File: src/rtl/piso_scan_ctrl_pkg.sv
`default_nettype none
// ============================================================================
// Module  : piso_scan_pkg
// Desc    : Shared types and helpers for the PISO chain scan controller:
//           FSM state encoding, counter width helpers, divider legality check.
// Rev     : 1.0  initial release
// ============================================================================
package piso_scan_pkg;

  typedef enum logic [2:0] {
    IDLE     = 3'd0,
    LOAD     = 3'd1,
    SHIFT_LO = 3'd2,
    SHIFT_HI = 3'd3,
    DONE     = 3'd4
  } state_e;

  // Chain word width for a given number of 8-bit chips.
  function automatic int chain_width(input int num_chips);
    return 8 * num_chips;
  endfunction

  // Bit counter must be able to hold the value W itself.
  function automatic int bit_cnt_w(input int w);
    return $clog2(w + 1);
  endfunction

  // Phase timer width; never narrower than one bit.
  function automatic int tick_w(input int half);
    return (half <= 1) ? 1 : $clog2(half);
  endfunction

  // The shift clock needs an even divider of at least 2 for a 50% duty cycle.
  function automatic bit clk_div_ok(input int div);
    return (div >= 2) && ((div % 2) == 0);
  endfunction

endpackage
`default_nettype wire

File: src/rtl/piso_scan_ctrl_if.sv
`default_nettype none
// ============================================================================
// Module  : piso_scan_ctrl_if
// Desc    : Bundle of the scan request, PISO chain pins and parallel result.
//           slave  = the scan controller
//           master = its environment (register side and the chain itself)
// Rev     : 1.0  initial release
// ============================================================================
interface piso_scan_ctrl_if #(
  parameter int NUM_CHIPS = 2
);
  localparam int W = 8 * NUM_CHIPS;

  logic         start;
  logic         serial_in;
  logic         sclk;
  logic         shld_n;
  logic         clk_inh;
  logic         busy;
  logic         data_valid;
  logic [W-1:0] data_out;
  logic         changed;

  modport slave (
    input  start, serial_in,
    output sclk, shld_n, clk_inh, busy, data_valid, data_out, changed
  );

  modport master (
    output start, serial_in,
    input  sclk, shld_n, clk_inh, busy, data_valid, data_out, changed
  );

endinterface
`default_nettype wire

File: src/rtl/piso_scan_ctrl_tick.sv
`default_nettype none
// ============================================================================
// Module  : piso_scan_tick
// Desc    : Half-period phase timer. tc is high on the last cycle of each
//           HALF-cycle phase; restart forces the next cycle to be the first
//           cycle of a fresh phase.
// Rev     : 1.0  initial release
// ============================================================================
module piso_scan_tick
  import piso_scan_pkg::*;
#(
  parameter int HALF = 2
) (
  input  wire  clk,
  input  wire  rst,
  input  wire  restart,
  output logic tc
);

  localparam int CW = tick_w(HALF);

  logic [CW-1:0] cnt_q;
  logic [CW-1:0] cnt_d;

  assign tc = (cnt_q == CW'(HALF - 1));

  // Next phase count: wrap at terminal count or on a state change.
  always_comb begin
    cnt_d = cnt_q + CW'(1);
    if (restart || tc) begin
      cnt_d = '0;
    end
  end

  // Phase counter register.
  always_ff @(posedge clk or posedge rst) begin
    if (rst) begin
      cnt_q <= '0;
    end else begin
      cnt_q <= cnt_d;
    end
  end

endmodule
`default_nettype wire

File: src/rtl/piso_scan_ctrl.sv
`default_nettype none
// ============================================================================
// Module  : piso_scan_ctrl
// Desc    : Sequencer for a daisy chain of HC165-style 8-bit PISO registers.
//           Generates load pulse and divided shift clock, captures the serial
//           stream (first bit -> MSB) and presents it with a one-cycle strobe.
//           All outputs are registered decodes of the current state, so pins
//           trail the FSM by one clk cycle.
//           Optional macro PISO_SCAN_CHANGE_EN: builds the change detector
//           driving `changed`; otherwise `changed` is tied low.
// Rev     : 1.0  initial release
// ============================================================================
module piso_scan_ctrl
  import piso_scan_pkg::*;
#(
  parameter int NUM_CHIPS = 2,
  parameter int CLK_DIV   = 4
) (
  input wire               clk,
  input wire               rst,
  piso_scan_ctrl_if.slave  bus
);

  localparam int W    = chain_width(NUM_CHIPS);
  localparam int HALF = CLK_DIV / 2;
  localparam int BCW  = bit_cnt_w(W);

  if (!clk_div_ok(CLK_DIV)) begin : g_div_check
    $error("piso_scan_ctrl: CLK_DIV must be even and >= 2");
  end

  state_e         state_q, state_d;
  logic           load_hi_q, load_hi_d;
  logic [BCW-1:0] bit_cnt_q, bit_cnt_d;
  logic [W-1:0]   cap_q, cap_d;

  logic           sclk_q, sclk_d;
  logic           shld_n_q, shld_n_d;
  logic           clk_inh_q, clk_inh_d;
  logic           busy_q, busy_d;
  logic           data_valid_q, data_valid_d;
  logic [W-1:0]   data_out_q, data_out_d;

  logic           tc;
  logic           state_chg;
  logic [BCW-1:0] bit_cnt_inc;

  assign state_chg   = (state_d != state_q);
  assign bit_cnt_inc = bit_cnt_q + BCW'(1);

  piso_scan_tick #(
    .HALF (HALF)
  ) u_tick (
    .clk     (clk),
    .rst     (rst),
    .restart (state_chg),
    .tc      (tc)
  );

  // FSM next state, load phase, bit count and capture shift register.
  always_comb begin
    state_d   = state_q;
    load_hi_d = load_hi_q;
    bit_cnt_d = bit_cnt_q;
    cap_d     = cap_q;
    unique case (state_q)
      IDLE: begin
        if (bus.start) begin
          state_d   = LOAD;
          load_hi_d = 1'b0;
          bit_cnt_d = '0;
        end
      end
      LOAD: begin
        if (tc) begin
          if (!load_hi_q) begin
            load_hi_d = 1'b1;
          end else begin
            load_hi_d = 1'b0;
            state_d   = SHIFT_LO;
          end
        end
      end
      SHIFT_LO: begin
        // Sample on the last low cycle: the chain has settled since the
        // previous rising edge and the next edge has not happened yet.
        if (tc) begin
          cap_d     = {cap_q[W-2:0], bus.serial_in};
          bit_cnt_d = bit_cnt_inc;
          state_d   = (bit_cnt_inc == BCW'(W)) ? DONE : SHIFT_HI;
        end
      end
      SHIFT_HI: begin
        if (tc) begin
          state_d = SHIFT_LO;
        end
      end
      DONE: begin
        state_d = IDLE;
      end
      default: begin
        state_d = IDLE;
      end
    endcase
  end

  // Output decode of the current state, registered below.
  always_comb begin
    sclk_d       = ((state_q == LOAD) && load_hi_q) || (state_q == SHIFT_HI);
    shld_n_d     = (state_q != LOAD);
    clk_inh_d    = (state_q == IDLE) || (state_q == DONE);
    busy_d       = (state_q == LOAD) || (state_q == SHIFT_LO) ||
                   (state_q == SHIFT_HI);
    data_valid_d = (state_q == DONE);
    data_out_d   = (state_q == DONE) ? cap_q : data_out_q;
  end

`ifdef PISO_SCAN_CHANGE_EN
  logic changed_q;
  logic changed_d;

  // Change flag: compare the fresh capture against the word it replaces.
  always_comb begin
    changed_d = (state_q == DONE) && (cap_q != data_out_q);
  end

  assign bus.changed = changed_q;
`else
  assign bus.changed = 1'b0;
`endif

  // FSM state, datapath and registered outputs.
  always_ff @(posedge clk or posedge rst) begin
    if (rst) begin
      state_q      <= IDLE;
      load_hi_q    <= 1'b0;
      bit_cnt_q    <= '0;
      cap_q        <= '0;
      sclk_q       <= 1'b0;
      shld_n_q     <= 1'b1;
      clk_inh_q    <= 1'b1;
      busy_q       <= 1'b0;
      data_valid_q <= 1'b0;
      data_out_q   <= '0;
`ifdef PISO_SCAN_CHANGE_EN
      changed_q    <= 1'b0;
`endif
    end else begin
      state_q      <= state_d;
      load_hi_q    <= load_hi_d;
      bit_cnt_q    <= bit_cnt_d;
      cap_q        <= cap_d;
      sclk_q       <= sclk_d;
      shld_n_q     <= shld_n_d;
      clk_inh_q    <= clk_inh_d;
      busy_q       <= busy_d;
      data_valid_q <= data_valid_d;
      data_out_q   <= data_out_d;
`ifdef PISO_SCAN_CHANGE_EN
      changed_q    <= changed_d;
`endif
    end
  end

  assign bus.sclk       = sclk_q;
  assign bus.shld_n     = shld_n_q;
  assign bus.clk_inh    = clk_inh_q;
  assign bus.busy       = busy_q;
  assign bus.data_valid = data_valid_q;
  assign bus.data_out   = data_out_q;

endmodule
`default_nettype wire

File: src/flat_wrapper.sv
// flat-port wrapper written by rule: the top's interface ports become plain ports
module piso_scan_ctrl_flat import piso_scan_pkg::*;
#(
  parameter int NUM_CHIPS = 2,
  parameter int CLK_DIV   = 4
)
  (clk, rst, bus_start, bus_serial_in, bus_sclk, bus_shld_n, bus_clk_inh, bus_busy, bus_data_valid, bus_data_out, bus_changed);
  piso_scan_ctrl_if #(.NUM_CHIPS(NUM_CHIPS)) bus_i ();
  input wire clk;
  input wire rst;
  input wire logic [$bits(bus_i.start)-1:0] bus_start;
  input wire logic [$bits(bus_i.serial_in)-1:0] bus_serial_in;
  output wire logic [$bits(bus_i.sclk)-1:0] bus_sclk;
  output wire logic [$bits(bus_i.shld_n)-1:0] bus_shld_n;
  output wire logic [$bits(bus_i.clk_inh)-1:0] bus_clk_inh;
  output wire logic [$bits(bus_i.busy)-1:0] bus_busy;
  output wire logic [$bits(bus_i.data_valid)-1:0] bus_data_valid;
  output wire logic [$bits(bus_i.data_out)-1:0] bus_data_out;
  output wire logic [$bits(bus_i.changed)-1:0] bus_changed;
  assign bus_i.start = bus_start;
  assign bus_i.serial_in = bus_serial_in;
  assign bus_sclk = bus_i.sclk;
  assign bus_shld_n = bus_i.shld_n;
  assign bus_clk_inh = bus_i.clk_inh;
  assign bus_busy = bus_i.busy;
  assign bus_data_valid = bus_i.data_valid;
  assign bus_data_out = bus_i.data_out;
  assign bus_changed = bus_i.changed;
  piso_scan_ctrl #(.NUM_CHIPS(NUM_CHIPS), .CLK_DIV(CLK_DIV)) u_core (.clk(clk), .rst(rst), .bus(bus_i));
endmodule
File: config.mk
export PLATFORM = sky130hd
export DESIGN_NAME = piso_scan_ctrl_flat
export DESIGN_NICKNAME = d
export VERILOG_FILES = /design/src/rtl/piso_scan_ctrl_pkg.sv /design/src/rtl/piso_scan_ctrl_if.sv /design/src/rtl/piso_scan_ctrl_tick.sv /design/src/rtl/piso_scan_ctrl.sv /design/src/flat_wrapper.sv
export SDC_FILE = /design/constraint.sdc
export NUM_CORES = 1
export LEC_CHECK = 0
export BUFFER_PORTS_ARGS = -buffer_cell sky130_fd_sc_hd__buf_2
export CAP_MARGIN = 5
export CORE_MARGIN = 2
export CORE_UTILIZATION = 45
export DETAILED_ROUTE_END_ITERATION = 8
export GPL_TIMING_DRIVEN = 0
export SLEW_MARGIN = 40
export SYNTH_ARGS = -nofsm -noshare
export SYNTH_HDL_FRONTEND = slang
export SYNTH_SLANG_ARGS = --single-unit
File: constraint.sdc
create_clock -name clk -period 3.2 [get_ports clk]
set_input_delay 0.32 -clock clk [delete_from_list [all_inputs] [get_ports clk]]
set_output_delay 0.32 -clock clk [all_outputs]
set_load 0.005 [all_outputs]
# [Word-level counts from Yosys, hierarchy flattened]
# Cells that the tools add are included.
[totals] regBits=47 input_bits=4
[classes] addsub=2 n_reduce_logical=12 n_eq_ne=10 mux=15
[ops] cell="$mux W3" n=6
[ops] cell="$pmux W3 S4" n=1
[ops] cell="$mux W5" n=2
[ops] cell="$pmux W5 S2" n=1
[ops] cell="$eq A3 B2 Y1 const B" n=2
[ops] cell="$ne A2 B2 Y1 const B" n=3
[ops] cell="$reduce_and A3 Y1" n=2
[ops] cell="$add A5 B1 Y5 const B" n=1
[ops] cell="$eq A5 B5 Y1 const B" n=1
[ops] cell="$logic_or A1 B1 Y1" n=5
[ops] cell="$mux W1" n=4
[ops] cell="$reduce_bool A2 Y1" n=2
[ops] cell="$eq A3 B1 Y1 const B" n=1
[ops] cell="$eq A3 B3 Y1 const B" n=1
[ops] cell="$logic_not A3 Y1" n=1
[ops] cell="$ne A3 B1 Y1 const B" n=1
[ops] cell="$ne A3 B3 Y1" n=1
[ops] cell="$pmux W1 S2" n=1
[ops] cell="$reduce_and A2 Y1" n=1
[ops] cell="$add A1 B1 Y1 const B" n=1
[ops] cell="$logic_and A1 B1 Y1" n=1

# [Depth between registers and ports, before layout]
[depth] depth_word=8 ltp_mapped=6 mapped_depth_nobuf=4

# [Modules after synthesis]
# From an unflattened synthesis, not the netlist that was laid out.
[hier_totals] hier_cells=137 hier_area_um2=2021.9
[by_module_without_submodules] module="piso_scan_ctrl" area_each_um2=1989.4 n_inst=1 cells_per_inst=134 seq_area_each_um2=1153.6
[by_module_without_submodules] module="piso_scan_tick" area_each_um2=32.5 n_inst=1 cells_per_inst=3 seq_area_each_um2=25.0

# [Worst setup path after synthesis]
# Ideal clock, no wire load.
[synth_timing] path_type="register to register" start="reg u_core.state_q[1]" end="reg u_core.data_out_q[0] (netlist: u_core.bus.data_out[0])" setup_ns=0.125 path_slack_ns=1.770 stages_incl_launch_ff=7 t_arrival_ns=1.304 period_less_slack_ns=1.430 path_buffers=3 cell_sequence="dfrtp_1 buf_4 nor2_4 and2_4 buf_6 buf_8 mux2_4"
[synth_via] elab_chain_len=1
[synth_lines] item="start: declaration" line_no="piso_scan_ctrl.sv:32" source="state_e state_q, state_d;"
[synth_lines] item="start signal: assignment" line_no="piso_scan_ctrl.sv:149" source="state_q <= state_d;"
[synth_lines] item="$eq A3 B3 Y1"
[synth_lines] item="net u_core.data_valid_d" line_no="piso_scan_ctrl.sv:41" source="logic data_valid_q, data_valid_d;"
[synth_lines] item="end signal: assignment" line_no="piso_scan_ctrl.sv:158" source="data_out_q <= data_out_d;"
[synth_lines] item="end: declaration" line_no="piso_scan_ctrl.sv:42" source="logic [W-1:0] data_out_q, data_out_d;"
# The timed path passes the listed nets, and every way through them passes these cells.
# A chain may end at the register's enable or synchronous reset.

# [Final worst setup path]
# Same ends and word-level chain as after synthesis.

==> out/summary.txt <==
Layout cells sized above 1 = 31.9%
Run status = completed
Largest net degree at the start of global routing = 26
Lkg Pwr = 1.16 nW
Vias per std cell = 5.12
Slew Limit Fails = 0
PwrDens = 433 nW/um^2
Post-synthesis register bit count = 47
Sequential fraction of the synthesis area = 60.5%
Root Buffer = clkbuf_8
Initial antenna violation count = 0
Worst r2r dst = u_core.bus.data_out[0]
Setup violators final = 0
Most common cell after layout, fill and taps aside = nand2_1
Hold slack = 0.213 ns
Met1 wire length = 1580 microns
Final Routed Wirelength = 3330 microns
Routability congestion estimate = 0.798
Reg2reg start = u_core.state_q[1]
Post-Synthesis Cells = 170
Post-synthesis cell area = 1950 sq um
DPL Wire Length = 2290 microns
DR WL met2 = 1560 microns
Antenna cells = 0
R2R depth = 6
First-pass GRT wire length = 5910 microns
Clk_skew = 0.00663 ns
Clock sinks = 47
GRT Total Usage = 15.4%
Area grow syn2layout = 15.7%
Grt ovf = 0
Clock Tree Buf Depth = 2
Final period utilization = 48.3%
Syn Nets = 175
Drt first pass iters = 4
Hold_sp = bus_serial_in
Yosys warns = 0
Total of max-cap violations = 0
Core Box Area = 4090 sq um
Die area = 4870 sq um
Net count, final = 208
Initial Utilization = 47.7%
Routed vias = 1,301
FMAX = 647 MHz
Hold path depth = 3
Detailed Route Iter0 Violations = 74
Top routing layer used = met4
Most frequent cells in the layout = nand2_1, dfrtp_1, buf_2
Worst Path Required = 3.38 ns
Setup repair bufs after CTS = 0
Syn_area_per_cell = 11.5 sq um
Wire length on met3 = 160 microns
Total negative slack = 0 ns
Max FO, Critical Path = 10
Row cnt = 23
CP startpoint kind = flop
Vias in the first global route = 1,265
Endpoints failing hold = 0
Antenna Nets Post-Route = 0
Worst-Skew Late Latency = 0.30 ns
RSZ-0062 raised after global routing = false
HP Class = in2reg
Clk pin slew, worst setup/hold paths = 0.08 ns
DRC = 0
Critical path type = reg2reg
IO buf count = 24
Die width = 69.8 microns
Tmin final = 1.54 ns
IO Count = 26
Peak supply drop = 0.193 mV
Hold Crit Endpoint = u_core.cap_q[0]
TritonCTS clock tree = done
R2r setup slk = 1.66 ns
Arr. time, crit path = 1.73 ns
Die Height = 69.8 microns
Wire per inst = 13.1 microns
Num CTS Buffers = 5
CP endpoint kind = flop
CP startpoint = u_core.state_q[1]
Post-synthesis cell type count = 34
Htree depth = 2
## flip-flops by register name (all words and copies together), names as in the netlist
| name | cells |
|---|---|
| u_core.bus.busy | 1 |
| u_core.bit_cnt_q | 5 |
| u_core.state_q | 3 |
| u_core.bus.data_valid | 1 |
| u_core.bus.data_out | 16 |
| u_core.bus.shld_n | 1 |
| u_core.load_hi_q | 1 |
| u_core.bus.sclk | 1 |
| u_core.u_tick.tc | 1 |
| u_core.bus.clk_inh | 1 |
| u_core.cap_q | 16 |
## power breakdown
group	internal, mW	switching, mW
combinational	0.00989	0.0170
sequential	0.601	0.00615
clock	0.150	0.192
## metal layers
metal  GRT usage, %  vias to the layer above
li1               -                      631
met1           20.5                      636
met2           22.8                       29
met3           5.67                        5
met4           6.20                        0
met5              0                        -
## area by class of cell
| cell class | count | area, sq um |
|---|---|---|
| multi-input combinational | 111 | 689 |
| buffer | 10 | 72.6 |
| timing repair buffer | 26 | 158 |
| tap | 50 | 62.6 |
| sequential | 47 | 1180 |
| fill | 374 | 1830 |
| inverter | 2 | 10.0 |
| clock buffer | 5 | 68.8 |
| clock inverter | 3 | 15.0 |
## logic make-up (layout without fill, tap and decap cells)
family                   Yosys count  after routing  share of synthesized area, %
other                              1              1                         0.192
AO/OA/AOI/OAI                     20             20                          5.97
buffers and inverters             12             46                          4.11
AND/OR/NAND/NOR                   72             72                          17.0
flip-flops                        47             47                          60.5
adder cells (fa/ha/maj)            1              1                         0.642
multiplexers                      17             17                          11.6
## cells in the mapped netlist
cell       count  area share [%]
dfstp_2        2             2.7
a21oi_1        1            0.26
and2_4         1            0.45
nor2_1         3            0.58
a22oi_1        1            0.39
conb_1         1            0.19
dfrtp_1       45              58
nor2_4         1            0.58
nor4b_1        2            0.90
o21ai_1        2            0.51
a22o_1         2            0.90
nand2_1       53              10
and4b_1        1            0.51
buf_4          3             1.2
buf_8          1            0.77
nand4bb_1      1            0.58
a31oi_1        3            0.96
nor2b_1        1            0.32
clkbuf_1       1            0.19
inv_1          2            0.39
nand3_1        1            0.26
buf_6          1            0.58
nor3b_1        1            0.39
a211oi_1       1            0.39
ha_1           1            0.64
mux2_2         8             4.6
and3_1         1            0.32
nor3_1         2            0.51
nand4_1        2            0.64
mux2_4         9             6.9
buf_2          4             1.0
nand4b_1       1            0.45
nor2_2         1            0.32
o21ai_0       10             2.6
## worst max-delay path: stages (launching register included)
cell and delay, ns:
dfrtp_1 0.36, buf_4 0.17, nor2_4 0.13, and2_4 0.16, buf_6 0.14, buf_8 0.16
mux2_4 0.31
## worst max path at each step
stage | end | slack, ns | cells past startpoint
6_report | u_core.bus.data_out[0] | 1.66 | 6
5_1_grt | u_core.bus.data_out[3] | 1.58 | 6
4_1_cts | u_core.bus.data_out[0] | 1.64 | 6
3_5_place_dp | u_core.bus.data_out[1] | 1.66 | 6
3_3_place_gp | u_core.bus.data_out[13] | 1.23 | 2
2_1_floorplan | u_core.bit_cnt_q[0] | 1.77 | 1
## stage by stage
| step | util [%] | cells | cell area [sq um] | total power, mW | setup slack (ns) |
|---|---|---|---|---|---|
| 5_1_grt | 55.2 | 254 | 2250 | 1.02 | 1.58 |
| 2_1_floorplan | - | 170 | 1950 | 0.633 | 1.77 |
| 4_1_cts | 55.2 | 254 | 2250 | 0.992 | 1.64 |
| 6_report | 55.2 | 254 | 2250 | 0.976 | 1.66 |
| 3_3_place_gp | 52.1 | 244 | 2130 | 0.640 | 1.23 |
| 3_5_place_dp | 52.9 | 245 | 2160 | 0.646 | 1.66 |
## what timing repair did
item / CTS / global route
gates resized for setup: 0 / 0
hold endpoints to repair: 22 / 0
hold buffers: 1 / 0
No activity file was read; power rests on OpenSTA's default activity.
